$ cat src/rtl/uart_pkg.sv
// rtl/uart_pkg.sv - shared UART types and framing constants
package uart_pkg;

    typedef enum logic [1:0] {
        IDLE,
        START,
        DATA,
        STOP
    } tx_state_t;

    localparam int UART_DATA_BITS       = 8;
    localparam int UART_STOP_BITS       = 1;
    localparam int UART_CLK_DIV_DEFAULT = 868;

endpackage

$ cat src/rtl/uart_tx_fifo.sv
// rtl/uart_tx_fifo.sv - synchronous byte FIFO with registered full/empty/count
module uart_tx_fifo #(
    parameter int DEPTH = 4,
    parameter int WIDTH = 8
) (
    input  logic                       clock,
    input  logic                       reset,
    input  logic                       push,
    input  logic [WIDTH-1:0]           push_data,
    input  logic                       pop,
    output logic [WIDTH-1:0]           head,
    output logic                       full,
    output logic                       empty,
    output logic [$clog2(DEPTH):0]     count
);

    localparam int AW = $clog2(DEPTH);
    localparam int CW = AW + 1;

    logic [WIDTH-1:0] mem [DEPTH];
    logic [AW-1:0]    wr_ptr;
    logic [AW-1:0]    rd_ptr;
    logic [CW-1:0]    count_q;
    logic [CW-1:0]    count_d;
    logic             full_q;
    logic             empty_q;
    logic             do_push;
    logic             do_pop;

    // Flags are registered so a consumer's pop never ripples into push acceptance.
    assign do_push = push && !full_q;
    assign do_pop  = pop && !empty_q;

    always_comb begin
        count_d = count_q;
        case ({do_push, do_pop})
            2'b10:   count_d = count_q + CW'(1);
            2'b01:   count_d = count_q - CW'(1);
            default: count_d = count_q;
        endcase
    end

    always_ff @(posedge clock) begin
        if (do_push) begin
            mem[wr_ptr] <= push_data;
        end
    end

    always_ff @(posedge clock or posedge reset) begin
        if (reset) begin
            wr_ptr  <= '0;
            rd_ptr  <= '0;
            count_q <= '0;
            full_q  <= 1'b0;
            empty_q <= 1'b1;
        end else begin
            if (do_push) begin
                wr_ptr <= wr_ptr + AW'(1);
            end
            if (do_pop) begin
                rd_ptr <= rd_ptr + AW'(1);
            end
            count_q <= count_d;
            full_q  <= (count_d == CW'(DEPTH));
            empty_q <= (count_d == '0);
        end
    end

    assign head  = mem[rd_ptr];
    assign full  = full_q;
    assign empty = empty_q;
    assign count = count_q;

endmodule

$ cat src/rtl/uart_tx_stream.sv
// rtl/uart_tx_stream.sv - 8N1 UART transmitter fed from a ready/valid byte stream
module uart_tx_stream
    import uart_pkg::*;
#(
    parameter int CLK_DIV    = UART_CLK_DIV_DEFAULT,
    parameter int FIFO_DEPTH = 4
) (
    input  logic                          clock,
    input  logic                          reset,
    input  logic                          io_enable,
    input  logic                          io_enq_valid,
    output logic                          io_enq_ready,
    input  logic [7:0]                    io_enq_bits,
    output logic                          io_txd,
    output logic                          io_busy,
    output logic [$clog2(FIFO_DEPTH):0]   io_count
);

    localparam int              BW        = (CLK_DIV > 2) ? $clog2(CLK_DIV) : 1;
    localparam logic [BW-1:0]   BAUD_LAST = BW'(CLK_DIV - 1);
    localparam logic [2:0]      BIT_LAST  = 3'(UART_DATA_BITS - 1);

    tx_state_t   state_q, state_d;
    logic [BW-1:0] baud_q, baud_d;
    logic [2:0]  bit_q, bit_d;
    logic [7:0]  shift_q, shift_d;
    logic        txd_q, txd_d;
    logic        busy_q, busy_d;

    logic        pop;
    logic        baud_end;
    logic        can_start;
    logic [7:0]  fifo_head;
    logic        fifo_full;
    logic        fifo_empty;

    uart_tx_fifo #(
        .DEPTH (FIFO_DEPTH),
        .WIDTH (8)
    ) u_fifo (
        .clock     (clock),
        .reset     (reset),
        .push      (io_enq_valid),
        .push_data (io_enq_bits),
        .pop       (pop),
        .head      (fifo_head),
        .full      (fifo_full),
        .empty     (fifo_empty),
        .count     (io_count)
    );

    assign baud_end  = (baud_q == BAUD_LAST);
    assign can_start = !fifo_empty && io_enable;

    always_comb begin
        state_d = state_q;
        baud_d  = baud_q;
        bit_d   = bit_q;
        shift_d = shift_q;
        txd_d   = txd_q;
        busy_d  = busy_q;
        pop     = 1'b0;

        case (state_q)
            IDLE: begin
                if (can_start) begin
                    pop     = 1'b1;
                    shift_d = fifo_head;
                    state_d = START;
                    txd_d   = 1'b0;
                    busy_d  = 1'b1;
                    baud_d  = '0;
                    bit_d   = '0;
                end
            end
            START: begin
                if (baud_end) begin
                    baud_d  = '0;
                    bit_d   = '0;
                    state_d = DATA;
                    txd_d   = shift_q[0];
                end else begin
                    baud_d = baud_q + BW'(1);
                end
            end
            DATA: begin
                if (baud_end) begin
                    baud_d = '0;
                    if (bit_q == BIT_LAST) begin
                        state_d = STOP;
                        txd_d   = 1'b1;
                    end else begin
                        shift_d = shift_q >> 1;
                        txd_d   = shift_q[1];
                        bit_d   = bit_q + 3'd1;
                    end
                end else begin
                    baud_d = baud_q + BW'(1);
                end
            end
            STOP: begin
                if (baud_end) begin
                    baud_d = '0;
                    bit_d  = '0;
                    // Chaining straight into START keeps consecutive frames gap-free.
                    if (can_start) begin
                        pop     = 1'b1;
                        shift_d = fifo_head;
                        state_d = START;
                        txd_d   = 1'b0;
                    end else begin
                        state_d = IDLE;
                        busy_d  = 1'b0;
                        txd_d   = 1'b1;
                    end
                end else begin
                    baud_d = baud_q + BW'(1);
                end
            end
            default: begin
                state_d = IDLE;
                txd_d   = 1'b1;
                busy_d  = 1'b0;
                baud_d  = '0;
                bit_d   = '0;
            end
        endcase
    end

    always_ff @(posedge clock or posedge reset) begin
        if (reset) begin
            state_q <= IDLE;
            baud_q  <= '0;
            bit_q   <= '0;
            shift_q <= '0;
            txd_q   <= 1'b1;
            busy_q  <= 1'b0;
        end else begin
            state_q <= state_d;
            baud_q  <= baud_d;
            bit_q   <= bit_d;
            shift_q <= shift_d;
            txd_q   <= txd_d;
            busy_q  <= busy_d;
        end
    end

    assign io_txd       = txd_q;
    assign io_busy      = busy_q;
    assign io_enq_ready = !fifo_full;

endmodule

$ cat config.mk
export PLATFORM = sky130hd
export DESIGN_NAME = uart_tx_stream
export DESIGN_NICKNAME = d
export VERILOG_FILES = /design/src/rtl/uart_pkg.sv /design/src/rtl/uart_tx_fifo.sv /design/src/rtl/uart_tx_stream.sv
export SDC_FILE = /design/constraint.sdc
export NUM_CORES = 1
export LEC_CHECK = 0
export CAP_MARGIN = 20
export CORE_MARGIN = 8
export CORE_UTILIZATION = 35
export CTS_CLUSTER_DIAMETER = 60
export DETAILED_ROUTE_END_ITERATION = 8
export SETUP_SLACK_MARGIN = 0.02
export SLEW_MARGIN = 20
export SYNTH_ARGS = -nofsm -noshare
export SYNTH_HDL_FRONTEND = slang
export SYNTH_SLANG_ARGS = --single-unit
$ cat constraint.sdc
create_clock -name clock -period 2.6 [get_ports clock]
set_input_delay 0.26 -clock clock [delete_from_list [all_inputs] [get_ports clock]]
set_output_delay 0.26 -clock clock [all_outputs]
set_load 0.02 [all_outputs]
* Word level (Yosys, flattened, before mapping)
Memories as Yosys holds them, arrays and structs flattened.
Index checks and enable logic that the tools add are counted.
** Word-level totals
- Register bits :: 34
- RAM bits :: 32
- Input port bits :: 12
- Logic and storage cells :: 87
- Memories :: 1
** Memories
- u_fifo.mem :: words 4, bits a word 8, read ports 1, clocked after Yosys merged registers in 0, wr ports 1, line uart_tx_fifo.sv:20 : logic [WIDTH-1:0] mem [DEPTH];
** Cells by class
- Add/subtract/negate cells :: 6
- Eq/ne operators :: 16
- Mux-type cells :: 37
- Reduce and logical (&&, ||, !) cells :: 16
** Operators with widths (count)
- $mux W8 :: 4
- $pmux W8 S3 :: 1
- $mux W10 :: 2
- $pmux W10 S2 :: 1
- $reduce_and A4 Y1 :: 4
- $mux W1 :: 14
- $ne A2 B2 Y1 const B :: 7
- $mux W3 :: 4
- $add A10 B1 Y10 const B :: 1
- $eq A10 B10 Y1 const B :: 1
- $mux W2 :: 5
- $pmux W3 S3 :: 1
- $pmux W2 S4 :: 1
- $add A3 B1 Y3 const B :: 2
- $eq A2 B2 Y1 const B :: 3
- $eq A3 B3 Y1 const B :: 2
- $pmux W3 S2 :: 1
- $reduce_and A5 Y1 :: 1
- $add A2 B1 Y2 const B :: 2
- $eq A2 B1 Y1 const B :: 2
- $pmux W1 S2 :: 2
- $pmux W1 S4 :: 1
- $logic_and A1 B1 Y1 :: 3
- $logic_not A3 Y1 :: 1
- 8 further kinds :: 9

* Longest topological paths before layout
- Word-level depth :: 9
- Depth in mapped cells :: 12
- Depth with buffers taken out :: 11

* Modules after synthesis
A second synthesis with hierarchy kept.
** Unflattened totals
- Cell total of the unflattened synthesis :: 241
- Area, all modules :: 3235.6 um2
** By module, submodules not included
- uart_tx_fifo :: instances 1, cells each 88, area each 1670.4 um2, seq. area each 1187.4 um2
- uart_tx_stream :: instances 1, cells each 153, area each 1565.3 um2, seq. area each 626.9 um2

* Least setup slack after synthesis
OpenSTA, ideal clock, no wires.
- Path kind :: register to register
- Start :: register baud_q[0]
- End :: register u_fifo.full_q, in the netlist u_fifo.full
- Library setup time :: 0.073 ns
- Arrival time :: 2.447 ns
- Setup slack :: 0.081 ns
- Stages on the path, launching flop included :: 12
- Clock period less this slack :: 2.519 ns
- Cells stage by stage :: dfrtp_1 ha_1 nor2b_1 a41oi_1 nor3_1 ha_1 inv_1 fa_1 xor2_1 nor2_1 xor2_1 nor2b_1
** Between the ends
- Word-level cells in the longest chain between the ends :: 7
** Ends and longest elaborated chain
- start: declaration :: line uart_tx_stream.sv:24 : logic [BW-1:0] baud_q, baud_d;
- start signal: assignment :: line uart_tx_stream.sv:140 : baud_q <= baud_d;
- $eq A10 B10 Y1 * :: line uart_tx_stream.sv:52 : assign baud_end = (baud_q == BAUD_LAST);
- $mux W1 * :: line uart_tx_stream.sv:102 : if (baud_end) begin
- $pmux W1 S2 * :: line uart_tx_stream.sv:64 : case (state_q)
- $logic_and A1 B1 Y1 * :: line uart_tx_fifo.sv:32 : assign do_pop = pop && !empty_q;
- via u_fifo.do_pop :: line uart_tx_fifo.sv:28 : logic do_pop;
- $eq A2 B1 Y1 or $eq A2 B2 Y1 (tied branches) :: line uart_tx_fifo.sv:36 : case ({do_push, do_pop})
- $pmux W3 S2 * :: line uart_tx_fifo.sv:36
- via u_fifo.count_d[2] :: line uart_tx_fifo.sv:24 : logic [CW-1:0] count_d;
- $eq A3 B3 Y1 * :: line uart_tx_fifo.sv:64 : full_q <= (count_d == CW'(DEPTH));
- end signal: assignment :: line uart_tx_fifo.sv:64
- end: declaration :: line uart_tx_fifo.sv:25 : logic full_q;
The timed path passes the listed nets; every way through them passes the cells marked *.
A chain may end at the register's enable or synchronous reset.

* Worst setup path in the final report
- Start :: register baud_q[9]
- End :: register u_fifo.full_q, in the netlist u_fifo.full
Same word-level chain as after synthesis.

==> run_results.csv <==
group,metric,value,unit
timing,setup_viol_count_final,0,
synth,synth_fa_ha_area_share,5.768,%
synth,ys_seq_area_share,57.29,%
timing,relSlewSlack,64.03,%
synth,synthTopCellsByArea,"edfxtp_1 (30%), dfrtp_1 (25%), mux2_2 (6.0%), ha_1 (5.1%), mux4_2 (4.3%)",
route,drt_pass1_iterations,4,
synth,synthTopCellsByCount,"dfrtp_1 (32), edfxtp_1 (32), mux2_2 (17), inv_1 (14), ha_1 (13)",
synth,synth_nets,255,
synth,synth_simple_gate_area_share,9.680,%
power,power_density,712.8,nW/um^2
timing,rsz0062_at_grt,"false",
setup_path,rr_startpoint,"baud_q[9]",
cells_and_area,fin_util,44.53,%
synth,synthMuxAreaShare,12.29,%
route,drc,0,
synth,synth-seq-cells,66,
timing,max_freq,410.0,MHz
placed_design,io_buffer_count,17,
clock_network,cts-root-buf,"clkbuf_8",
timing,drv_slew,0,
placed_design,place_congestion,0.7747,
timing,fin_setup_tns,0,ns
setup_path,path_max_fanout,5,
clock_network,cts_tree,"built",
global_route,grt.total_usage,9.721,%
clock_network,cts_sinks,66,
setup_path,cp.required,2.88,ns
route,routed_wl,5.909,mm
cells_and_area,antennaDiodeCount,0,
clock_network,clock_latency,0.34,ns
setup_path,rr_worst_depth,10,
setup_path,worstPathArrival,2.72,ns
setup_path,endpoint_kind,"flip-flop",
floorplan,die_w,111.1,microns
global_route,overflow,0,
synth,synthArstFlopShare,51.52,%
synth,post_synth_num_cell_types,54,
clock_network,hold_buffers,0,
clock_network,h-tree-depth,3,
power,power_leakage,1.562,nW
route,viasPerCell,5.144,
flow_run,drv_cap,0,
synth,yosysWarnings,0,
power,finalPower,2.782,mW
global_route,grt_pass1_vias,1983,
route,final_antenna_net_count,0,
floorplan,die_y,111.1,microns
timing,worst_pin_slew,0.5396,ns
setup_path,critPathKind,"flip-flop to flip-flop",
floorplan,core.rowCount,34,
floorplan,ios,18,
cells_and_area,area_delta_synth_final,23.23,%
synth,yosysTopAreaCellShare,30.34,%
clock_network,clk_pin_slew,0.07,ns
clock_network,clock_path_buffers,2,
hold_path,hold_path_class,"input port to async pin",
placed_design,preCtsSetupSlack,0.09448,ns
timing,hold_violations,0,
global_route,antenna_found_initial,0,
route,drtIter0Drc,52,
synth,syn_inst,229,
timing,setup_ws,0.1609,ns
timing,post-route-period-util,93.81,%
floorplan,dieArea,12350,sq um
route,routedWlPerCell,15.23,microns
run_status,status,"completed",
floorplan,initial_core_util,36.14,%
synth,synth_top_family_by_area,"multiplexers",
global_route,grt_pass1_wl,9.749,mm
global_route,grt_max_degree,35,
route,num_vias,1996,
cells_and_area,nets,302,
synth,ys.flop_type,"edfxtp_1",
timing,fin_crit,2.439,ns
power,peakVddDrop,0.6133,mV
synth,synth_top_area_cell,"edfxtp_1",
cells_and_area,drive_above_1_share,30.00,%
floorplan,coreArea,8763,sq um
synth,synth_area_per_cell,13.83,sq um
synth,synth-xor-area-share,1.659,%
synth,synth_edf_count,32,
setup_path,r2r_setup_slack,0.16,ns
clock_network,cts_buffers,9,
timing,clock_skew,0.005841,ns
setup_path,cp-start-kind,"flip-flop",
synth,netlist_area,3167,sq um
placed_design,post-dp-hpwl,4.017,mm
synth,synth-compound-area-share,9.680,%
setup_path,worst_r2r_endpoint,"u_fifo.full",
## through the flow
| step | instance area, sq um | cells | hold slack (ns) |
|---|---|---|---|
| floorplan | 3167 | 229 | 0.3589 |
| global placement | 3575 | 368 | 0.4802 |
| detailed placement | 3575 | 368 | 0.4818 |
| CTS | 3805 | 383 | 0.3241 |
| global route | 3902 | 388 | 0.3740 |
| finish | 3902 | 388 | 0.3246 |
## worst max-delay path by stage
stage | startpoint | end | slack [ns] | cells after the start
detailed placement | baud_q[0] | u_fifo.full | 0.09 | 11
floorplan | baud_q[0] | u_fifo.full | 0.08 | 11
CTS | baud_q[0] | u_fifo.full | 0.06 | 11
global placement | baud_q[7] | u_fifo.full | 0.16 | 11
finish | baud_q[9] | u_fifo.full | 0.16 | 10
global route | baud_q[9] | u_fifo.empty | 0.003 | 9
## final cells by class
| type | instances | area, sq um |
|---|---|---|
| Inverter | 14 | 52.55 |
| Multi-Input combinational cell | 141 | 1297 |
| Tap cell | 108 | 135.1 |
| Sequential cell | 66 | 1814 |
| Clock buffer | 9 | 123.9 |
| Clock inverter | 6 | 106.4 |
| Timing Repair Buffer | 44 | 372.9 |
| Fill cell | 819 | 4861 |
## power breakdown
group / internal (mW) / switching (mW) / total [mW] / leakage, nW
clock: 0.627 / 0.394 / 1.02 / 0.114
sequential: 1.25 / 0.0528 / 1.30 / 0.725
combinational: 0.216 / 0.240 / 0.456 / 0.723
total: 2.09 / 0.687 / 2.78 / 1.56
## critical path, stage by stage (launching register included)
cell	delay, ns
dfrtp_1	0.41
and4_2	0.31
a41oi_4	0.14
nor3_2	0.24
ha_2	0.22
inv_1	0.05
fa_2	0.33
xor2_1	0.15
nor2_1	0.13
xor2_1	0.23
nor2b_2	0.17
## cells in the final DEF, fill, tap and decap left out, types with 6 or more instances in the layout
| cell | netlist | final |
|---|---|---|
| dfrtp_1 | 32 | 32 |
| clkdlybuf4s50_1 | 0 | 17 |
| ha_1 | 13 | 10 |
| nand2_1 | 8 | 8 |
| mux2_2 | 17 | 17 |
| inv_1 | 14 | 13 |
| edfxtp_1 | 32 | 32 |
| nor2_1 | 8 | 8 |
| buf_4 | 0 | 27 |
| clkbuf_8 | 0 | 9 |
| o21ai_0 | 10 | 10 |
| mux4_2 | 6 | 6 |
## flip-flops by register name, summed over array words and instances (netlist names), 2 cells and up
| register | cells |
|---|---|
| u_fifo.count | 3 |
| u_fifo.mem | 32 |
| state_q | 2 |
| u_fifo.wr_ptr | 2 |
| baud_q | 10 |
| shift_q | 8 |
| bit_q | 3 |
| u_fifo.rd_ptr | 2 |
## per-layer routing
| metal | share of wire (%) | up-vias | wire, microns | global-route usage (%) |
|---|---|---|---|---|
| met1 | 45 | 1002 | 2639 | 11.35 |
| met4 | 2.3 | 0 | 134 | 6.133 |
| met2 | 51 | 24 | 2999 | 15.70 |
| li1 | - | 960 | - | - |
| met3 | 2.3 | 10 | 136 | 2.327 |
| met5 | 0 | - | 0 | 0 |
## what timing repair did
action                     in CTS  in global routing
resized for setup               0                 14
buffers inserted                0                  5
setup endpoints to repair       0                  3
## kinds of logic (layout without fill, tap and decap cells)
group	after synthesis	count (layout)
DFF	66	66
and+or+nand+nor	54	54
AOI/OAI and AO/OA	41	41
muxes	26	26
buffers and inverters	22	73
adders and majority gates	14	14
xor gates and xnor gates	6	6
Note: power is estimated with default switching activity, not from simulation.
